===== config.mk =====
export PLATFORM = sky130hd
export DESIGN_NAME = uart_tx
export DESIGN_NICKNAME = d
export VERILOG_FILES = /design/src/rtl/uart_tx_pkg.sv /design/src/rtl/sync_fifo.sv /design/src/rtl/uart_tx.sv
export SDC_FILE = /design/constraint.sdc
export NUM_CORES = 1
export LEC_CHECK = 0
export BUFFER_PORTS_ARGS = -buffer_cell sky130_fd_sc_hd__buf_2
export CAP_MARGIN = 15
export CORE_MARGIN = 4
export CORE_UTILIZATION = 45
export CTS_BUF_LIST = sky130_fd_sc_hd__clkbuf_2
export DETAILED_ROUTE_END_ITERATION = 8
export MAX_ROUTING_LAYER = met4
export PLACE_DENSITY = 0.75
export SETUP_SLACK_MARGIN = 0.5
export SYNTH_ARGS = -nofsm -noshare
export SYNTH_HDL_FRONTEND = slang
export SYNTH_SLANG_ARGS = --single-unit

===== constraint.sdc =====
create_clock -name clk -period 4.9 [get_ports clk]
set_input_delay 0.245 -clock clk [delete_from_list [all_inputs] [get_ports clk]]
set_output_delay 0.245 -clock clk [all_outputs]
set_load 0.01 [all_outputs]

===== src/rtl/uart_tx_pkg.sv =====
// Shared definitions for the memory-mapped UART transmitter.
// Register addresses, status bit positions and FSM encoding.
package uart_tx_pkg;

    localparam logic [31:0] UART_DATA_ADDR = 32'h4000_0000;
    localparam logic [31:0] UART_STAT_ADDR = 32'h4000_0004;

    localparam int STAT_TX_ACTIVE = 0;
    localparam int STAT_FULL      = 1;
    localparam int STAT_EMPTY     = 2;
    localparam int STAT_OVF       = 3;

    typedef enum logic [1:0] {
        IDLE  = 2'd0,
        START = 2'd1,
        DATA  = 2'd2,
        STOP  = 2'd3
    } tx_state_e;

endpackage


===== src/rtl/sync_fifo.sv =====
// Single-clock FIFO with show-ahead output and occupancy count.
// Pushes into a full FIFO are dropped even if a pop happens alongside.
module sync_fifo #(
    parameter int WIDTH = 8,
    parameter int DEPTH = 8
) (
    input  logic             clk,
    input  logic             rst,
    input  logic             push,
    input  logic             pop,
    input  logic [WIDTH-1:0] din,
    output logic [WIDTH-1:0] dout,
    output logic             full,
    output logic             empty
);

    localparam int AW = $clog2(DEPTH);
    localparam int CW = AW + 1;

    logic [WIDTH-1:0] mem_q [DEPTH];
    logic [AW-1:0]    wr_ptr_q, wr_ptr_d;
    logic [AW-1:0]    rd_ptr_q, rd_ptr_d;
    logic [CW-1:0]    count_q, count_d;
    logic             do_push, do_pop;

    assign full    = (count_q == CW'(DEPTH));
    assign empty   = (count_q == '0);
    assign do_push = push & ~full;
    assign do_pop  = pop & ~empty;
    assign dout    = mem_q[rd_ptr_q];

    always_comb begin
        wr_ptr_d = wr_ptr_q;
        rd_ptr_d = rd_ptr_q;
        count_d  = count_q;
        if (do_push) wr_ptr_d = wr_ptr_q + AW'(1);
        if (do_pop)  rd_ptr_d = rd_ptr_q + AW'(1);
        unique case ({do_push, do_pop})
            2'b10:   count_d = count_q + CW'(1);
            2'b01:   count_d = count_q - CW'(1);
            default: count_d = count_q;
        endcase
    end

    always_ff @(posedge clk) begin
        if (rst) begin
            wr_ptr_q <= '0;
            rd_ptr_q <= '0;
            count_q  <= '0;
        end else begin
            wr_ptr_q <= wr_ptr_d;
            rd_ptr_q <= rd_ptr_d;
            count_q  <= count_d;
        end
    end

    always_ff @(posedge clk) begin
        if (do_push) mem_q[wr_ptr_q] <= din;
    end

endmodule


===== src/rtl/uart_tx.sv =====
// Memory-mapped 8N1 UART transmitter with transmit FIFO.
// Status register reports overflow, FIFO empty/full and line activity.
module uart_tx
    import uart_tx_pkg::*;
#(
    parameter int CLKS_PER_BIT = 16,
    parameter int FIFO_DEPTH   = 8
) (
    input  logic        clk,
    input  logic        rst,
    input  logic        we,
    input  logic [31:0] addr,
    input  logic [31:0] wdata,
    output logic [31:0] rdata,
    output logic        tx,
    output logic        busy
);

    localparam int BW = $clog2(CLKS_PER_BIT);

    tx_state_e   state_q, state_d;
    logic [BW-1:0] baud_q, baud_d;
    logic [2:0]  bit_q, bit_d;
    logic [7:0]  shift_q, shift_d;
    logic        tx_q, tx_d;
    logic        ovf_q, ovf_d;

    logic        fifo_push, fifo_pop;
    logic        fifo_full, fifo_empty;
    logic [7:0]  fifo_dout;
    logic        data_wr, stat_wr;
    logic        tx_active, baud_last;
    logic [3:0]  stat;
    logic        unused_wdata;

    assign data_wr      = we & (addr == UART_DATA_ADDR);
    assign stat_wr      = we & (addr == UART_STAT_ADDR);
    assign fifo_push    = data_wr & ~rst;
    assign unused_wdata = ^wdata[31:8];

    sync_fifo #(
        .WIDTH (8),
        .DEPTH (FIFO_DEPTH)
    ) u_fifo (
        .clk   (clk),
        .rst   (rst),
        .push  (fifo_push),
        .pop   (fifo_pop),
        .din   (wdata[7:0]),
        .dout  (fifo_dout),
        .full  (fifo_full),
        .empty (fifo_empty)
    );

    assign tx_active = (state_q != IDLE);
    assign baud_last = (baud_q == BW'(CLKS_PER_BIT - 1));
    assign busy      = tx_active | ~fifo_empty;
    assign tx        = tx_q;

    // Overflow is sticky; only an explicit status write clears it.
    always_comb begin
        ovf_d = ovf_q;
        if (fifo_push & fifo_full) ovf_d = 1'b1;
        else if (stat_wr & wdata[3]) ovf_d = 1'b0;
    end

    always_comb begin
        stat                 = '0;
        stat[STAT_TX_ACTIVE] = tx_active;
        stat[STAT_FULL]      = fifo_full;
        stat[STAT_EMPTY]     = fifo_empty;
        stat[STAT_OVF]       = ovf_q;
        rdata = (addr == UART_STAT_ADDR) ? {28'b0, stat} : 32'b0;
    end

    always_ff @(posedge clk) begin
        if (rst) begin
            state_q <= IDLE;
            baud_q  <= '0;
            bit_q   <= '0;
            shift_q <= '0;
            tx_q    <= 1'b1;
            ovf_q   <= 1'b0;
        end else begin
            state_q <= state_d;
            baud_q  <= baud_d;
            bit_q   <= bit_d;
            shift_q <= shift_d;
            tx_q    <= tx_d;
            ovf_q   <= ovf_d;
        end
    end

    always_comb begin
        state_d  = state_q;
        baud_d   = baud_q;
        bit_d    = bit_q;
        shift_d  = shift_q;
        fifo_pop = 1'b0;
        unique case (state_q)
            IDLE: begin
                if (!fifo_empty) begin
                    fifo_pop = 1'b1;
                    shift_d  = fifo_dout;
                    baud_d   = '0;
                    state_d  = START;
                end
            end
            START: begin
                if (baud_last) begin
                    baud_d  = '0;
                    bit_d   = '0;
                    state_d = DATA;
                end else begin
                    baud_d = baud_q + BW'(1);
                end
            end
            DATA: begin
                if (baud_last) begin
                    baud_d  = '0;
                    shift_d = {1'b0, shift_q[7:1]};
                    if (bit_q == 3'd7) begin
                        state_d = STOP;
                    end else begin
                        bit_d = bit_q + 3'd1;
                    end
                end else begin
                    baud_d = baud_q + BW'(1);
                end
            end
            STOP: begin
                if (baud_last) begin
                    baud_d = '0;
                    if (!fifo_empty) begin
                        fifo_pop = 1'b1;
                        shift_d  = fifo_dout;
                        state_d  = START;
                    end else begin
                        state_d = IDLE;
                    end
                end else begin
                    baud_d = baud_q + BW'(1);
                end
            end
            default: state_d = IDLE;
        endcase
    end

    // Line level is derived from the next state so tx is registered.
    always_comb begin
        tx_d = 1'b1;
        unique case (state_d)
            START:   tx_d = 1'b0;
            DATA:    tx_d = shift_d[0];
            default: tx_d = 1'b1;
        endcase
    end

endmodule


==> results.yml, run 1 <==
grt:
  globalRouteOverflowTotal: 0
  grt_pass1_wl_mm: 13.25
  antenna_found_initial: 1
  grt_usage_pct: 15.35
  grt_max_degree: 28
  grt_pass1_vias: 2726
cts:
  cts_num_sinks: 96
  root_buffer: "clkbuf_2"
  cts.reportedPaths.clkPinSlew_ns: 0.27
  clk_latency_ns: 0.54
  cts_buffer_depth: 2
  h-tree-depth: 3
  cts_tree: "done"
  cts_made_buffers: 9
critical_path:
  r2r_cells: 10
  timing.rr.end: "u_fifo.count_q[2]"
  worstReg2RegStart: "state_q[1]"
  startpoint_type: "register"
  timing_worst_setup_path_type: "reg -> reg"
  worstSetupEndpointType: "register"
  r2r_setup_slack_ns: 1.99
  cp_max_fo: 6
  critPathRequiredTime_ns: 5.41
  arrival_ns: 3.42
floorplanning:
  coreArea_um2: 9371
  num_rows: 35
  ios: 101
  design.die.area_um2: 11380
  initial_core_util_pct: 46.77
  dieHeight_um: 106.7
  dieWidth_um: 106.7
timing:
  tightest_slew_ns: 1.062
  fin_skew_ns: 0.02918
  period_needed_ns: 2.914
  setup_viol: 0
  slew_headroom_pct: 29.00
  rsz0062_at_grt: "false"
  slew_viol_final: 0
  finalHoldViolCount: 0
  fin_crit_sh_pct: 59.46
  tns_ns: 0
  fmax_mhz: 343.2
  fin_worst_hold_slack_ns: 0.1329
yosys:
  yosys-top-cells-area: "edfxtp_1, dfxtp_1, mux4_2"
  netlist_area_um2: 4383
  syn_avg_cell_area_um2: 12.93
  ys_ff_latch: 96
  synth_top_area_share_pct: 43.85
  synth_flop_cell: "edfxtp_1"
  yosys_warnings: 0
  syn_inst: 339
  postSynth.asyncResetShare_pct: 0
  yosysUniqueCellTypes: 48
  ys_seq_area_share_pct: 58.46
  synth_area_leader_cell: "edfxtp_1"
  synth-edff-count: 64
pwr:
  powerDensity_nw_per_um2: 268.9
  power.leakage_uw: 0.001770
  ir_worst_vdd_uv: 204.3
route:
  post_drt_wl_per_cell_um: 15.09
  drc: 0
  vias: 2736
  vias_per_cell: 5.133
  drt_iter0_markers: 127
  ant_nets: 0
  dr.pass1.iters: 4
  routed_wl_mm: 8.045
hold_path:
  worst_hold_startpoint: "rst"
  hold_class: "in -> reg"
  min_path_cells: 2
flow_run:
  cap_violations: 0
placed_design:
  gp_congestion: 0.8417
  io_buffer_count: 48
  placed_cells: 507
  dp.final_hpwl_mm: 5.595
outcome:
  outcome: "complete, no violations"
finish:
  drive_gt1_share_pct: 23.08
  stdcell_count: 533
  nNetsFinal: 478
  post-route-util_pct: 52.16
  area_growth_pct: 11.53
[worst max-delay path, stage by stage (launching register included)]
cell and delay [ns]:
dfxtp_1 0.49, ha_1 0.28, a41oi_1 0.21, nor3_1 0.58, ha_1 0.36, xor2_1 0.17
ha_1 0.16, a21oi_1 0.05, xor2_1 0.16, or3_1 0.30, a21oi_1 0.13
[report_power, final]
part / internal (µW) / total (µW) / switching (µW)
Clock: 129 / 406 / 277
Combinational: 18.2 / 45.6 / 27.4
Sequential: 863 / 863 / 0.000000268
Total: 1010 / 1310 / 305
[routing by layer]
| metal | routed length [µm] | global-route usage [%] | vias up |
|---|---|---|---|
| met3 | 341 | 3.552 | 7 |
| met2 | 4095 | 25.63 | 70 |
| met1 | 3493 | 18.48 | 1312 |
| met5 | 0 | - | - |
| met4 | 114 | 5.205 | 0 |
| li1 | - | - | 1347 |
[through the flow]
step	setup slack [ns]	total power (µW)	instance area [µm²]
global route	1.619	1367	4888
floorplan	2.337	912.1	4484
CTS	1.998	1324	4886
detailed placement	2.032	919.2	4667
finish	1.986	1315	4888
global placement	2.074	917.5	4667
[synth_stat cells, types with 2 or more instances]
master and n:
edfxtp_1 64, dfxtp_1 32, buf_4 28, nor2_1 28, a21oi_1 17, nand2_1 16, mux4_2 15, ha_1 13
o21ai_0 13, mux2i_1 11, nor4_1 10, inv_1 8, nor3_1 8, a22oi_1 7, clkbuf_1 7, nand3_1 7
buf_2 5, nor3b_1 5, nand3b_1 4, xor2_1 4, nor2b_1 3, a311oi_1 2, and3_1 2, and4_1 2
nand4_1 2, nor4b_1 2, o211ai_1 2, xnor2_1 2
[how the worst max path moves through the flow]
stage | depth (start not counted) | slack, ns | from | to
after floorplan | 7 | 2.34 | addr[8] | u_fifo.mem_q[2][0]
after global placement | 10 | 2.07 | state_q[1] | u_fifo.count_q[2]
after detailed placement | 10 | 2.03 | state_q[1] | u_fifo.count_q[2]
after CTS | 10 | 2.00 | baud_q[0] | u_fifo.count_q[2]
after global routing | 10 | 1.62 | baud_q[0] | u_fifo.count_q[2]
final | 10 | 1.99 | state_q[1] | u_fifo.count_q[2]
[sequential cells by signal, summed over array words and instances (netlist names), named ones only]
signal / count
tx: 1
u_fifo.mem_q: 64
u_fifo.rd_ptr_q: 3
u_fifo.wr_ptr_q: 3
ovf_q: 1
state_q: 2
shift_q: 8
u_fifo.count_q: 4
baud_q: 4
bit_q: 3
[final cells by class]
class / instances / area [µm²]
fillers: 777 / 4483
inverters: 8 / 30.03
repair buffers: 62 / 367.9
flip-flops and latches: 96 / 2562
clock inverters: 7 / 83.83
clock buffers: 9 / 45.04
well taps: 129 / 161.4
multi-input cells: 221 / 1635
diodes: 1 / 2.502
[logic make-up after synthesis]
kind of cell	Yosys count	share of synthesized area, %
DFF	96	58.46
and+or+nand+nor	95	11.42
AOI/OAI and AO/OA	52	7.737
buffers and inverters	49	6.908
muxes	27	10.48
adders and majority gates	13	3.711
xor gates and xnor gates	6	1.199
other	1	0.08556
[placed cells by master, fill, tap and decap left out, types with 10 or more instances in the layout]
cell type | synthesis | routed
edfxtp_1 | 64 | 64
nand2_1 | 16 | 16
ha_1 | 13 | 13
o21ai_0 | 13 | 13
mux2i_1 | 11 | 11
a21oi_1 | 17 | 17
buf_2 | 5 | 48
dfxtp_1 | 32 | 32
conb_1 | 1 | 28
nor4_1 | 10 | 10
nor2_1 | 28 | 28
mux4_2 | 15 | 15
[timing repair]
action	CTS	global route
hold endpoints to repair	65	0
buffers inserted	0	0
hold buffers	9	0
gates resized for setup	0	0
(Power assumes the default switching activity.)
==> inputs of run 2 (changes only) <==
==> constraint.sdc (replaced) <==
create_clock -name clk -period 2.8 [get_ports clk]
set_input_delay 0.14 -clock clk [delete_from_list [all_inputs] [get_ports clk]]
set_output_delay 0.14 -clock clk [all_outputs]
set_load 0.01 [all_outputs]
==> run 2 against run 1 <==
Compared with the run above: sequential share of layout area shrank 1.7 points; combinational power up 80%; utilization is 2.0 points higher; via count increased by 3.0%; sequential cell count did not move; power grew 72%; critical endpoint unchanged; largest power group unchanged.
==> results.yml, run 2 (synthesis results as in run 1) <==
outcome:
  outcome: "complete, no violations"
timing:
  slew_viol_final: 0
  fin_crit_sh_pct: 80.27
  tightest_slew_ns: 0.7028
  setup_viol: 0
  finalHoldViolCount: 0
  fmax_mhz: 444.9
  tns_ns: 0
  fin_skew_ns: 0.04096
  period_needed_ns: 2.247
  slew_headroom_pct: 53.08
  rsz0062_at_grt: "true"
  fin_ws_ns: 0.5525
grt:
  grt_pass1_vias: 2819
  globalRouteOverflowTotal: 0
  grt_max_degree: 27
  grt_pass1_wl_mm: 13.54
  grt_usage_pct: 15.46
  antenna_found_initial: 0
critical_path:
  cpMaxStageDelayCell: "dfxtp_2"
  critPathRequiredTime_ns: 3.32
  worstSetupEndpointType: "register"
  startpoint_type: "register"
  arrival_ns: 2.76
  path_buf_inv: 1
  timing_worst_setup_path_type: "reg -> reg"
  critical-path-top-delay-family: "adder cells"
  worstPathCellList: "inv_1 > ha_2 > nor3_4 > ha_4 > xor2_1 > ha_1 > a21oi_1 > xor2_1 > or3_1 > a21oi_1"
  critPathMaxStageDelay_ns: 0.41
  cp_max_fo: 4
floorplanning:
  initial_core_util_pct: 46.77
  dieWidth_um: 106.7
  design.die.area_um2: 11380
  ios: 101
  num_rows: 35
  dieHeight_um: 106.7
  coreArea_um2: 9371
route:
  routed_wl_mm: 8.097
  ant_nets: 0
  dr.pass1.iters: 4
  post_drt_wl_per_cell_um: 14.83
  drt_iter0_markers: 205
  drc: 0
  vias_per_cell: 5.161
  vias: 2818
finish:
  final_common_cell: "edfxtp_1"
  largest_reg_flops: 64
  nNetsFinal: 492
  area_growth_pct: 15.73
  regMostFlops: "u_fifo.mem_q"
  drive_gt1_share_pct: 29.02
  top_regs: "u_fifo.mem_q: 64 flops, shift_q: 8 flops"
  final_cell_mix: "edfxtp_1, buf_2, nor2_1, conb_1, dfxtp_1"
  diodes: 0
cts:
  root_buffer: "clkbuf_2"
  cts_tree: "done"
  cts_buffer_depth: 2
  cts_made_buffers: 9
  h-tree-depth: 3
  cts_num_sinks: 96
  clk_latency_ns: 0.56
  cts.reportedPaths.clkPinSlew_ns: 0.30
placed_design:
  gp_congestion: 0.8016
  io_buffer_count: 48
  post-place-ws_ns: 0.1429
  dp.final_hpwl_mm: 5.556
pwr:
  ir_worst_vdd_uv: 378.0
  power.leakage_uw: 0.001848
  powerDensity_nw_per_um2: 445.8
hold_path:
  hold_class: "in -> reg"
flow_run:
  cap_violations: 0
==> run 2: cell count changes in the layout (fill, tap and decap cells not counted), sizes merged <==
cell and delta:
diode -1, inv -1, clkinv +2, bufinv -1, dlygate4sd3 +1, buf +13
==> run 2: area by class of cell <==
| type | instances | area (µm²) |
|---|---|---|
| fillers | 788 | 4299 |
| flip-flops and latches | 96 | 2575 |
| multi-input cells | 221 | 1698 |
| repair buffers | 76 | 475.5 |
| well taps | 129 | 161.4 |
| clock inverters | 7 | 85.08 |
| clock buffers | 9 | 45.04 |
| inverters | 8 | 32.53 |
==> run 2: metal layers <==
metal  share of wire (%)  global-route usage, %  up-vias
li1                    -                      -     1375
met1                  42                  19.69     1339
met2                  50                  25.67       96
met3                 6.7                  2.769        8
met4                 1.3                  4.201        0
met5                   0                      -        -
==> run 2: through the flow <==
| stage | total power (µW) | hold slack (ns) | std cells | utilization, % | instance area (µm²) |
|---|---|---|---|---|---|
| detailed placement | 1608 | 0.4091 | 515 | 50.52 | 4735 |
| CTS | 2280 | 0.04382 | 546 | 53.86 | 5047 |
| finish | 2261 | 0.1165 | 546 | 54.13 | 5072 |
| global placement | 1605 | 0.3982 | 515 | 50.52 | 4735 |
| floorplan | 1596 | 0.2389 | 366 | - | 4508 |
| global route | 2371 | 0.1160 | 546 | 54.13 | 5072 |
==> run 2: worst reg2reg max path: stages, from the launching register on <==
cell and delay, ns:
dfxtp_2 0.41, inv_1 0.13, ha_2 0.31, nor3_4 0.24, ha_4 0.18, xor2_1 0.15
ha_1 0.16, a21oi_1 0.04, xor2_1 0.15, or3_1 0.30, a21oi_1 0.15
==> run 2: where the power goes <==
group,switching [µW],internal (µW),leakage [µW]
Combinational,48.4,33.7,0.000938
Clock,517,154,0.0000733
Sequential,0.000000812,1510,0.000836
==> run 2: path summary, 6_finish.rpt <==
path              depth (start not counted)                end  slack (ns)        from
setup reg to reg                         10  u_fifo.count_q[2]        0.55  state_q[0]
setup / recovery                         10  u_fifo.count_q[2]        0.55  state_q[0]
hold / removal                            4              ovf_q        0.12     addr[2]
hold reg to reg                           2           bit_q[2]        0.49    bit_q[2]
==> run 2: repair_timing <==
| action | in CTS | in global routing |
|---|---|---|
| setup endpoints to repair | 3 | 3 |
| endpoints found under the hold margin | 74 | 0 |
| resized for setup | 16 | 6 |
| buffers inserted | 5 | 0 |
| hold buffers | 10 | 0 |
| pin swaps | 3 | 2 |
==> inputs of run 3 (changes only) <==
==> constraint.sdc (replaced) <==
create_clock -name clk -period 2.4 [get_ports clk]
set_input_delay 0.12 -clock clk [delete_from_list [all_inputs] [get_ports clk]]
set_output_delay 0.12 -clock clk [all_outputs]
set_load 0.01 [all_outputs]
==> run 3 against run 2 <==
Compared with the run above: clock skew fell by 0.00066 ns; routed wire length rose by 9.0%; die area did not move; fmax rose by 4.5%; non-clock buffer count rose by 14; utilization rose by 2.6 points; critical path depth did not move; sequential share of layout area fell by 2.1 points; worst hold slack got worse by 0.086 ns; setup slack got worse by 0.30 ns; critical endpoint unchanged.
==> results.yml, run 3 (synthesis results as in run 1) <==
critical_path:
  arrival_ns: 2.66
  path_buf_inv: 1
  worstSetupEndpointType: "register"
  worstPathCellList: "inv_4 > ha_4 > nor3_4 > ha_4 > xor2_1 > ha_2 > a21oi_2 > xor2_1 > or3_1 > a21oi_1"
  critPathRequiredTime_ns: 2.91
  critical-path-top-delay-family: "adder cells"
  timing_worst_setup_path_type: "reg -> reg"
  critPathMaxStageDelay_ns: 0.46
  startpoint_type: "register"
  cp_max_fo: 4
  cpMaxStageDelayCell: "dfxtp_4"
pwr:
  power.leakage_uw: 0.001949
  ir_worst_vdd_uv: 383.5
  p_total_uw: 2692
  powerDensity_nw_per_um2: 506.9
timing:
  fin_ws_ns: 0.2495
  rsz0062_at_grt: "true"
  period_needed_ns: 2.150
  finalHoldViolCount: 0
  tightest_slew_ns: 0.6558
  fin_worst_hold_slack_ns: 0.03038
  setup_viol: 0
  fin_skew_ns: 0.04030
  tns_ns: 0
  fin_crit_sh_pct: 89.60
  slew_headroom_pct: 55.94
  slew_viol_final: 0
  fmax_mhz: 465.0
route:
  ant_nets: 0
  vias: 2939
  vias_per_cell: 5.248
  dr.pass1.iters: 4
  drc: 0
  post_drt_wl_per_cell_um: 15.76
  routed_wl_mm: 8.823
  drt_iter0_markers: 139
grt:
  grt_pass1_wl_mm: 14.44
  antenna_found_initial: 0
  grt_usage_pct: 16.50
  globalRouteOverflowTotal: 0
  grt_pass1_vias: 2945
  grt_max_degree: 27
cts:
  cts_buffer_depth: 2
  root_buffer: "clkbuf_2"
  cts.reportedPaths.clkPinSlew_ns: 0.29
  cts_made_buffers: 9
  cts_num_sinks: 96
  clk_latency_ns: 0.56
  h-tree-depth: 3
  cts_tree: "done"
finish:
  final_cell_mix: "edfxtp_1, buf_2, buf_4"
  final_common_cell: "edfxtp_1"
  regMostFlops: "u_fifo.mem_q"
  nNetsFinal: 506
  area_growth_pct: 21.18
  stdcell_count: 560
  top_regs: "u_fifo.mem_q: 64 flops, shift_q: 8 flops"
  drive_gt1_share_pct: 35.27
  largest_reg_flops: 64
  diodes: 0
  fillers: 747
floorplanning:
  design.die.area_um2: 11380
  coreArea_um2: 9371
  dieHeight_um: 106.7
  dieWidth_um: 106.7
  initial_core_util_pct: 46.77
  num_rows: 35
  ios: 101
placed_design:
  dp.final_hpwl_mm: 6.169
  io_buffer_count: 48
  post-place-ws_ns: 0.007058
  gp_congestion: 0.8307
  placed_cells: 518
flow_run:
  cap_violations: 0
outcome:
  outcome: "complete, no violations"
hold_path:
  hold_class: "in -> reg"
[run 3: cell count changes in the layout (fill, tap and decap cells not counted), moves of 2 or more]
cell,delta
inv_1,-2
dfxtp_4,+3
ha_4,+3
dfxtp_2,-2
inv_6,+3
and2_1,-2
clkinv_8,-3
buf_4,+11
a21oi_2,+2
ha_1,-2
buf_6,+2
a21oi_1,-2
nor3_1,-2
[run 3: per-layer routing]
layer  part of all wire, %  routed length, µm  track usage [%]
met5                     0                  0                -
met4                   2.0                176            6.393
met3                   4.2                372            1.325
met2                    51               4527            28.19
met1                    42               3747            20.57
[run 3: timing repair]
item,CTS,global route
resized for setup,10,14
endpoints found under the hold margin,80,0
setup buffers,10,5
pin swaps,5,3
hold buffers,11,0
endpoints found under the setup margin,13,15
[run 3: worst paths after layout]
path               from                end  slack [ns]  depth (start not counted)
max          state_q[1]  u_fifo.count_q[2]        0.25                         10
min             addr[2]              ovf_q        0.03                          4
max reg2reg  state_q[1]  u_fifo.count_q[2]        0.25                         10
min reg2reg    bit_q[1]           bit_q[1]        0.48                          2
[run 3: power by group]
| group | switching [µW] | total, µW | internal (µW) |
|---|---|---|---|
| clock | 575 | 839 | 264 |
| sequential | 0.000000755 | 1760 | 1760 |
| combinational | 56.6 | 97.2 | 40.7 |
| total | 632 | 2690 | 2060 |
[run 3: final cells by class]
class	instances	area [µm²]	area share (%)
Sequential cell	96	2584	48.65
Multi-Input combinational cell	221	1809	34.06
Timing Repair Buffer	90	590.6	11.12
Tap cell	129	161.4	3.039
Clock inverter	7	81.33	1.531
Clock buffer	9	45.04	0.8481
Inverter	8	40.04	0.7538
[run 3: worst register-to-register path, stage by stage (launching register included)]
cell and delay (ns):
dfxtp_4 0.46, inv_4 0.05, ha_4 0.21, nor3_4 0.24, ha_4 0.18, xor2_1 0.16
ha_2 0.20, a21oi_2 0.03, xor2_1 0.14, or3_1 0.30, a21oi_1 0.12
[run 3: through the flow]
step / area (µm²) / util, %
2_1_floorplan: 4643 / -
3_3_place_gp: 4892 / 52.20
3_5_place_dp: 4892 / 52.20
4_1_cts: 5224 / 55.74
5_1_grt: 5311 / 56.68
6_report: 5311 / 56.68
